**config.mk**
```make
export PLATFORM = sky130hd
export DESIGN_NAME = hub75_scan_ctrl
export DESIGN_NICKNAME = d
export VERILOG_FILES = /design/src/rtl/hub75_pkg.sv /design/src/rtl/hub75_bcm_timer.sv /design/src/rtl/hub75_scan_ctrl.sv
export SDC_FILE = /design/constraint.sdc
export NUM_CORES = 1
export LEC_CHECK = 0
export ABC_AREA = 1
export BUFFER_PORTS_ARGS = -buffer_cell sky130_fd_sc_hd__buf_2
export CORE_ASPECT_RATIO = 0.7
export CORE_MARGIN = 2
export CORE_UTILIZATION = 50
export DETAILED_ROUTE_END_ITERATION = 16
export GPL_TIMING_DRIVEN = 0
export PLACE_DENSITY = 0.7
export SETUP_SLACK_MARGIN = 0.02
export SLEW_MARGIN = 20
export SYNTH_ARGS = -nofsm -noshare
export SYNTH_HDL_FRONTEND = slang
export SYNTH_SLANG_ARGS = --single-unit
export TNS_END_PERCENT = 10
```
**constraint.sdc**
```tcl
create_clock -name clk -period 2.9 [get_ports clk]
set_input_delay 0.435 -clock clk [delete_from_list [all_inputs] [get_ports clk]]
set_output_delay 0.435 -clock clk [all_outputs]
set_load 0.05 [all_outputs]
```
**src/rtl/hub75_pkg.sv**
```systemverilog
// HUB75 scan controller shared types and default geometry.
// Imported by the scan controller top and its display timer.
package hub75_pkg;

    localparam int VPIXEL_D   = 64;
    localparam int SEGMENTS_D = 2;
    localparam int BPP_D      = 8;
    localparam int WAIT_WD_D  = 16;

    typedef enum logic [2:0] {
        S_IDLE,
        S_SHIFT,
        S_WAIT,
        S_BLANK_PRE,
        S_LATCH,
        S_BLANK_POST,
        S_DISPLAY
    } state_t;

    // A blanking interval is never shorter than one cycle.
    function automatic logic [7:0] blank_len(input logic [7:0] b);
        return (b == 8'd0) ? 8'd1 : b;
    endfunction

endpackage

```
**src/rtl/hub75_bcm_timer.sv**
```systemverilog
// Binary-coded-modulation display timer: loads plane length and
// lit time, counts both down, flags expiry of the full plane length.
module hub75_bcm_timer
    import hub75_pkg::*;
#(
    parameter int W = WAIT_WD_D + BPP_D
) (
    input  logic         clk,
    input  logic         rst,
    input  logic         load,
    input  logic [W-1:0] len,
    input  logic [W-1:0] on_len,
    output logic         expired,
    output logic         lit
);

    logic [W-1:0] cnt;
    logic [W-1:0] on_cnt;

    always_ff @(posedge clk) begin
        if (rst) begin
            cnt    <= '0;
            on_cnt <= '0;
        end else if (load) begin
            cnt    <= len;
            on_cnt <= on_len;
        end else begin
            if (cnt != '0)
                cnt <= cnt - 1'b1;
            if (on_cnt != '0)
                on_cnt <= on_cnt - 1'b1;
        end
    end

    assign expired = (cnt == '0);
    assign lit     = (on_cnt != '0);

endmodule

```
**src/rtl/hub75_scan_ctrl.sv**
```systemverilog
// HUB75 row/bit-plane scan controller with one-plane shift pipelining.
// Define HUB75_SCAN_BRIGHTNESS_EN to scale lit time by i_brightness.
module hub75_scan_ctrl
    import hub75_pkg::*;
#(
    parameter int VPIXEL_P   = VPIXEL_D,
    parameter int SEGMENTS_P = SEGMENTS_D,
    parameter int BPP_P      = BPP_D,
    parameter int WAIT_WD_P  = WAIT_WD_D,
    localparam int NROWS     = VPIXEL_P / SEGMENTS_P,
    localparam int RW        = (NROWS > 1) ? $clog2(NROWS) : 1,
    localparam int PW        = (BPP_P > 1) ? $clog2(BPP_P) : 1
) (
    input  logic                 clk,
    input  logic                 rst,
    input  logic                 i_enable,
    input  logic [WAIT_WD_P-1:0] i_base_wait,
    input  logic [7:0]           i_blank,
    input  logic [7:0]           i_brightness,
    output logic                 o_tx_start,
    input  logic                 i_tx_ready,
    output logic [PW-1:0]        o_pix_bit,
    output logic [RW-1:0]        o_row,
    output logic                 o_latch,
    output logic                 o_oe_n,
    input  logic                 i_swap_req,
    output logic                 o_swap_ack,
    output logic                 o_frame_done
);

    localparam int TW = WAIT_WD_P + BPP_P;

    state_t               state, nxt;
    logic [PW-1:0]        plane;
    logic [RW-1:0]        srow;
    logic [RW-1:0]        row_q;
    logic [7:0]           bcnt;
    logic                 armed;
    logic                 shifted;
    logic                 swap_ack_q;
    logic [WAIT_WD_P-1:0] base_q;
    logic [WAIT_WD_P-1:0] base_eff;
    logic [TW-1:0]        len;
    logic [TW-1:0]        on;
    logic                 load;
    logic                 expired;
    logic                 lit;
    logic                 last_plane;
    logic                 last_row;

    assign last_plane = (plane == PW'(BPP_P - 1));
    assign last_row   = (srow == RW'(NROWS - 1));
    assign base_eff   = (base_q == '0) ? WAIT_WD_P'(1) : base_q;
    assign len        = TW'(base_eff) << plane;

`ifdef HUB75_SCAN_BRIGHTNESS_EN
    logic [7:0]    bright_q;
    logic [TW+8:0] prod;

    always_ff @(posedge clk) begin
        if (rst)
            bright_q <= '0;
        else if (state == S_LATCH)
            bright_q <= i_brightness;
    end

    assign prod = {9'd0, len} * {{TW{1'b0}}, ({1'b0, bright_q} + 9'd1)};
    assign on   = prod[TW+7:8];
`else
    logic unused_bright;
    assign unused_bright = ^i_brightness;
    assign on            = len;
`endif

    always_comb begin
        nxt          = state;
        o_tx_start   = 1'b0;
        o_latch      = 1'b0;
        load         = 1'b0;
        unique case (state)
            S_IDLE:
                if (i_enable) nxt = S_SHIFT;
            S_SHIFT:
                if (!i_enable) begin
                    nxt = S_WAIT;
                end else if (i_tx_ready) begin
                    o_tx_start = 1'b1;
                    nxt        = S_WAIT;
                end
            S_WAIT:
                if (!armed && expired) begin
                    if (!i_enable || !shifted)
                        nxt = S_IDLE;
                    else if (i_tx_ready)
                        nxt = S_BLANK_PRE;
                end
            S_BLANK_PRE:
                if (bcnt == 8'd0) nxt = S_LATCH;
            S_LATCH: begin
                o_latch = 1'b1;
                nxt     = S_BLANK_POST;
            end
            S_BLANK_POST:
                if (bcnt == 8'd0) begin
                    load = 1'b1;
                    nxt  = S_DISPLAY;
                end
            S_DISPLAY:
                if (i_enable)
                    nxt = S_SHIFT;
                else if (expired)
                    nxt = S_IDLE;
            default:
                nxt = S_IDLE;
        endcase
    end

    // Plane/row advance happens as the next plane starts shifting.
    always_ff @(posedge clk) begin
        if (rst) begin
            state      <= S_IDLE;
            plane      <= '0;
            srow       <= '0;
            row_q      <= '0;
            bcnt       <= '0;
            armed      <= 1'b0;
            shifted    <= 1'b0;
            swap_ack_q <= 1'b0;
            base_q     <= '0;
        end else begin
            state      <= nxt;
            armed      <= o_tx_start;
            swap_ack_q <= o_frame_done && i_swap_req;
            if (o_tx_start)
                shifted <= 1'b1;
            else if (state == S_IDLE || state == S_LATCH)
                shifted <= 1'b0;
            if (state == S_IDLE) begin
                plane <= '0;
                srow  <= '0;
            end else if (state == S_DISPLAY && nxt == S_SHIFT) begin
                plane <= last_plane ? '0 : plane + PW'(1);
                if (last_plane)
                    srow <= last_row ? '0 : srow + RW'(1);
            end
            if (state == S_WAIT && nxt == S_BLANK_PRE)
                bcnt <= blank_len(i_blank) - 8'd1;
            else if (state == S_LATCH)
                bcnt <= blank_len(i_blank) - 8'd1;
            else if (bcnt != 8'd0)
                bcnt <= bcnt - 8'd1;
            if (state == S_BLANK_PRE && nxt == S_LATCH)
                row_q <= srow;
            if (state == S_LATCH)
                base_q <= i_base_wait;
        end
    end

    hub75_bcm_timer #(.W(TW)) u_timer (
        .clk     (clk),
        .rst     (rst),
        .load    (load),
        .len     (len),
        .on_len  (on),
        .expired (expired),
        .lit     (lit)
    );

    assign o_oe_n       = ~(lit && (state == S_DISPLAY || state == S_SHIFT
                                    || state == S_WAIT));
    assign o_pix_bit    = plane;
    assign o_row        = row_q;
    assign o_swap_ack   = swap_ack_q;
    assign o_frame_done = (state == S_LATCH) && last_plane && last_row;

endmodule

```
==> metrics.md, run 1 <==
| Metric | Value |
|---|---|
| Outcome | `complete, no violations` |
| Syn nets | `925` |
| Hold Worst Slack | `0.300 ns` |
| Synth Instances | `880` |
| Clock slew seen by the registers of the worst setup and hold paths | `0.07 ns` |
| Worst-path fanout max | `10` |
| Row Count | `32` |
| Top_reg_cell synth | `dfxtp_1` |
| Hold Startpoint | `i_swap_req` |
| Critical Path Source | `state[1]` |
| Final Cell Area | `6410 um^2` |
| IO buf count | `41` |
| Post-synthesis xor/xnor area fraction | `2.60%` |
| Detailed Route WL | `16.5 mm` |
| Area leader, netlist | `dfxtp_1` |
| Number of synthesized register bits | `91` |
| Largest cells by area after synthesis | `dfxtp_1 (32%), nand2_1 (11%), inv_1 (7.7%)` |
| Tcrit/Tclk final | `88.2%` |
| Vias in the first global route | `4982` |
| DR vias | `5884` |
| Die height | `93.5 um` |
| Clock Sinks | `91` |
| Fmax | `391 MHz` |
| Starting DRT DRC Count | `666` |
| Core area | `11100 um^2` |
| Yosys top cell area share | `31.8%` |
| Relative slew slack | `52.8%` |
| ANT nets after route | `0` |
| Routed wire per std cell | `15.2 um` |
| Final GP Congestion | `0.977` |
| Synth Area in Compound Gates | `17.2%` |
| Final Critical Period | `2.56 ns` |
| Startpoint Class | `flip-flop` |
| Vias per cell | `5.40` |
| Nets | `977` |
| Share of cells above drive strength 1 | `13.2%` |
| Post-synth cell types | `44` |
| Leakage | `3.01 nW` |
| Actual slew at the worst max-slew pin | `0.708 ns` |
| Die width | `132 um` |
| TritonCTS Buffers | `9` |
| Place WS | `0.754 ns` |
| Crit end category | `output port` |
| Worst VDD drop | `0.497 mV` |
| Worst Path Required | `2.47 ns` |
| Post-CTS Resized | `0` |
| PD cells | `1050 nW/um^2` |
| Hold Path Class | `in2reg` |
| Final setup viols | `0` |
| Setup_tns | `0 ns` |
| Number of max-cap violations | `0` |
| Htree depth | `3` |
| Average cell area after synthesis | `6.51 um^2` |
| Worst reg2reg setup slack | `0.76 ns` |
| Synth Area in Simple Gates | `34.5%` |
| Sequential-to-total area share from yosys stat | `31.8%` |
| Fin. Hold Viols | `0` |
| Gr usage total | `27.3%` |
| RSZ-0062 raised after global routing | `no` |
| CTS max path bufs | `2` |
| Worst EP arrival | `2.12 ns` |
| Adder-Cell Fraction of Synth Area | `1.75%` |
| Reg-to-Reg Start | `bcnt[0]` |
| Number of hold-repair buffers added at the cts stage | `0` |
| First-pass GRT wire length | `26.3 mm` |
| CTS Root Cell | `clkbuf_16` |
| Fraction of registers with async set/reset | `0%` |
| Setup ws final | `0.342 ns` |
| DRT Pass-1 Iters | `5` |
| Syn-to-layout area delta | `11.9%` |
| Initial Utilization | `51.6%` |
| Largest net degree at the start of global routing | `17` |
| Ys Warns | `0` |
| I/O Pins | `50` |
| Die area | `12300 um^2` |
| Design Power | `6.71 mW` |
| Synthesized area | `5730 um^2` |
| Largest family of logic cells by synthesized area | `simple AND/OR/NAND/NOR gates` |
| CTS tree | `built` |
| Post-synth EDFFs | `0` |
| Setup Fix Bufs, Post-CTS | `0` |
| Placement Cell Area | `6120 um^2` |
| Fillcell total | `1073` |
| Type of the worst setup path | `reg2out` |
| Mux cell area share after synthesis | `1.05%` |
| Diode count | `0` |
| Fin Clk Skew | `0.00758 ns` |
| Clock Latency Late Sink | `0.35 ns` |
| Total gr overflow | `0` |
| Post-detail-place hpwl | `12.8 mm` |
| Initial antenna violation count | `0` |
| Slew Viols, Final | `0` |
| DRC | `0` |
synth_stat cells, types with 5 or more instances:
library cell,n
o21ai_0,72
a22oi_1,7
nor2_1,115
xor2_1,12
nand2_1,174
xnor2_1,5
o211ai_1,5
a21oi_1,68
nor2_4,8
or2_2,7
ha_1,8
nor2_2,9
buf_2,9
nand4_1,24
inv_2,6
dfxtp_1,91
clkbuf_1,8
a31oi_1,13
nand3_1,52
nand2_4,5
nor3_1,15
a211oi_1,6
nand2_2,6
mux2i_1,6
inv_1,117
layout make-up:
type | instances | area [um^2] | area share, %
Buffer | 24 | 149 | 2.32
Clock buffer | 10 | 239 | 3.73
Clock inverter | 6 | 47.5 | 0.742
Inverter | 126 | 483 | 7.54
Multi-Input combinational cell | 639 | 3270 | 51.1
Sequential cell | 91 | 1820 | 28.4
Tap cell | 153 | 191 | 2.99
Timing Repair Buffer | 41 | 205 | 3.20
cells by family (layout without fill, tap and decap cells):
group                    Yosys count  in the layout
AND/OR/NAND/NOR                  428            428
AO/OA/AOI/OAI                    180            180
buffers and inverters            150            207
flip-flops                        91             91
XOR/XNOR                          17             17
adder cells (fa/ha/maj)            8              8
multiplexers                       6              6
path summary, 6_finish.rpt:
| check | to | cells past startpoint |
|---|---|---|
| setup / recovery | o_frame_done | 7 |
| hold / removal | o_swap_ack | 3 |
| setup reg to reg | u_timer.on_cnt[4] | 11 |
| hold reg to reg | shifted | 2 |
per-stage QoR:
step	std cells	utilization, %
6_report	1090	57.8
5_1_grt	1090	57.8
4_1_cts	1090	57.8
3_5_place_dp	1074	55.2
3_3_place_gp	1074	55.2
2_1_floorplan	880	-
sequential cells by signal, indices dropped and copies added (netlist names):
name / cells
armed: 1
u_timer.on_cnt: 24
state: 3
u_timer.cnt: 24
shifted: 1
base_q: 16
srow: 5
bcnt: 8
o_pix_bit: 3
o_swap_ack: 1
o_row: 5
layer usage:
| metal | part of all wire (%) | wire, um | vias up | GRT usage, % |
|---|---|---|---|---|
| li1 | - | - | 2990 | - |
| met1 | 51 | 8500 | 2634 | 42.8 |
| met2 | 38 | 6210 | 240 | 36.8 |
| met3 | 9.8 | 1620 | 20 | 6.40 |
| met5 | 0 | 0 | - | 0 |
| met4 | 1.1 | 180 | 0 | 5.80 |
critical path, cell delays in order, from the launching register on:
cell     delay (ns)
dfxtp_1        0.35
nor2_1         0.15
inv_1          0.12
nor2_2         0.35
inv_2          0.17
buf_6          0.20
nor3_2         0.13
buf_2          0.29
power by group:
part | internal (mW) | switching [mW] | leakage, nW | total [mW]
sequential | 1.61 | 0.304 | 0.742 | 1.91
combinational | 1.33 | 2.32 | 2.12 | 3.64
clock | 0.614 | 0.542 | 0.140 | 1.16
total | 3.55 | 3.16 | 3.01 | 6.71
cells in the final DEF (no fill, tap or decap), drive strengths merged, types with 5 or more instances in the layout:
master / netlist / layout
o21ai: 72 / 72
inv: 126 / 129
mux2i: 6 / 6
buf: 15 / 56
clkbuf: 9 / 19
xor2: 12 / 12
a31oi: 13 / 13
xnor2: 5 / 5
nor3: 17 / 17
a22oi: 7 / 7
or2: 8 / 8
dfxtp: 91 / 91
o211ai: 5 / 5
ha: 8 / 8
a21oi: 68 / 68
nand4: 24 / 24
nand2: 185 / 185
nor2: 133 / 133
a211oi: 6 / 6
nand3: 55 / 55
(Power assumes the default switching activity.)
==> inputs of run 2 (changes only) <==
- CORE_UTILIZATION: 50 -> 43
- PLACE_DENSITY: 0.7 -> 0.68
==> run 2 against run 1 <==
Effect of this change:
- critical path depth stayed put
- clock skew increased by 0.00070 ns
- sequential power is essentially flat
- sequential cell count stayed put
- wire length decreased by 0.15%
- critical endpoint unchanged
- largest power group unchanged
==> metrics.md, run 2 (synthesis results as in run 1) <==
| Metric | Value |
|---|---|
| Outcome | `complete, no violations` |
| DRC | `0` |
| Die height | `101 um` |
| Commonest non-fill, non-tap cell in the layout | `nand2_1` |
| First-pass GRT wire length | `26.4 mm` |
| Die width | `142 um` |
| Type of the worst setup path | `reg2out` |
| Post-detail-place hpwl | `13.0 mm` |
| Clock slew seen by the registers of the worst setup and hold paths | `0.07 ns` |
| Leading cell types in the layout, fill and taps excluded | `nand2_1 (174), inv_1 (117), nor2_1 (115), dfxtp_1 (91), o21ai_0 (72)` |
| Die area | `14300 um^2` |
| Vias per cell | `5.30` |
| Number of max-cap violations | `0` |
| Routed wire per std cell | `15.0 um` |
| FF-to-FF path depth | `12` |
| I/O Pins | `50` |
| Slew Viols, Final | `0` |
| Share of cells above drive strength 1 | `13.2%` |
| Gr usage total | `23.6%` |
| DRT Pass-1 Iters | `6` |
| CTS tree | `built` |
| Setup_tns | `0 ns` |
| Max incr delay on CP | `0.37 ns` |
| Crit path capture | `o_frame_done` |
| Final GP Congestion | `0.965` |
| Worst Path Required | `2.47 ns` |
| Setup Fix Bufs, Post-CTS | `0` |
| Startpoint Class | `flip-flop` |
| DR vias | `5843` |
| Placement Cell Area | `6140 um^2` |
| Final setup viols | `0` |
| Clock Latency Late Sink | `0.35 ns` |
| Fillcell total | `1344` |
| TritonCTS Buffers | `9` |
| Hold Path Class | `in2reg` |
| Worst EP arrival | `2.14 ns` |
| Row Count | `35` |
| Nets | `977` |
| Diode count | `0` |
| CTS max path bufs | `2` |
| Leading registers by flop count | `u_timer.cnt x24, u_timer.on_cnt x24, base_q x16` |
| Reg-to-Reg Start | `u_timer.on_cnt[0]` |
| Largest net degree at the start of global routing | `17` |
| Relative slew slack | `56.4%` |
| Crit end category | `output port` |
| Worst path cell trace | `nor2_1 -> inv_1 -> nor2_2 -> inv_2 -> buf_6 -> nor3_2 -> buf_2` |
| IO buf count | `41` |
| Post-CTS Resized | `0` |
| Starting DRT DRC Count | `715` |
| Critical Path Source | `state[1]` |
| Fin. Hold Viols | `0` |
| Htree depth | `3` |
| CTS Root Cell | `clkbuf_16` |
| Fin Clk Skew | `0.00828 ns` |
| Detailed Route WL | `16.5 mm` |
| Core area | `13100 um^2` |
| PD cells | `1060 nW/um^2` |
| RSZ-0062 raised after global routing | `no` |
| Worst VDD drop | `0.457 mV` |
| Design Power | `6.86 mW` |
| Number of hold-repair buffers added at the cts stage | `0` |
| Worst r2r dst | `u_timer.on_cnt[10]` |
| Leakage | `3.03 nW` |
| Worst reg2reg setup slack | `0.77 ns` |
| Slowest CP cell | `nor2_2` |
| Fmax | `389 MHz` |
| Clock Sinks | `91` |
| Actual slew at the worst max-slew pin | `0.654 ns` |
| Initial Utilization | `43.7%` |
| Worst-path fanout max | `10` |
| Final Cell Area | `6470 um^2` |
| Syn-to-layout area delta | `13.0%` |
| Total gr overflow | `0` |
| ANT nets after route | `0` |
| Tcrit/Tclk final | `88.8%` |
| Vias in the first global route | `5027` |
| Final Critical Period | `2.57 ns` |
| Initial antenna violation count | `0` |
-- run 2: layer usage --
metal  global-route usage [%]  up-vias  part of all wire [%]
met2                     31.6      249                    38
met1                     38.2     2583                    51
met4                     4.31        0                   1.2
li1                         -     2987                     -
met5                        0        -                     0
met3                     4.85       24                   9.9
-- run 2: worst max-delay path, delay by kind of cell (launching register included) --
| family | cells | cell delay, ns |
|---|---|---|
| AND/OR/NAND/NOR | 3 | 0.66 |
| flip-flops | 1 | 0.35 |
| buffers and inverters | 4 | 0.78 |
-- run 2: how the worst min path moves through the flow --
stage               startpoint  slack [ns]  cells past startpoint    endpoint
floorplan              shifted        0.44                      2     shifted
global placement       shifted        0.46                      2     shifted
detailed placement     shifted        0.47                      2     shifted
CTS                 i_swap_req        0.30                      3  o_swap_ack
global route        i_swap_req        0.32                      3  o_swap_ack
finish              i_swap_req        0.30                      3  o_swap_ack
-- run 2: layout make-up --
class                      instances  area, um^2  area share (%)
multi-input combinational        639        3270            50.6
sequential                        91        1820            28.1
inverter                         126         483            7.46
clock buffer                      10         239            3.69
tap                              166         208            3.21
timing repair buffer              41         205            3.17
buffer                            24         149            2.30
clock inverter                     6        95.1            1.47
-- run 2: power by group --
part	leakage [nW]	total (mW)	switching, mW	internal, mW
registers	0.742	1.92	0.310	1.61
clock network	0.164	1.32	0.534	0.789
logic	2.12	3.62	2.29	1.33
-- run 2: stage by stage --
stage | std cells | util [%] | hold slack [ns] | worst slack [ns]
finish | 1103 | 49.4 | 0.304 | 0.326
global route | 1103 | 49.4 | 0.320 | 0.152
CTS | 1103 | 49.4 | 0.300 | 0.341
detailed placement | 1087 | 46.9 | 0.471 | 0.721
global placement | 1087 | 46.9 | 0.460 | 0.741
floorplan | 880 | - | 0.444 | 0.412
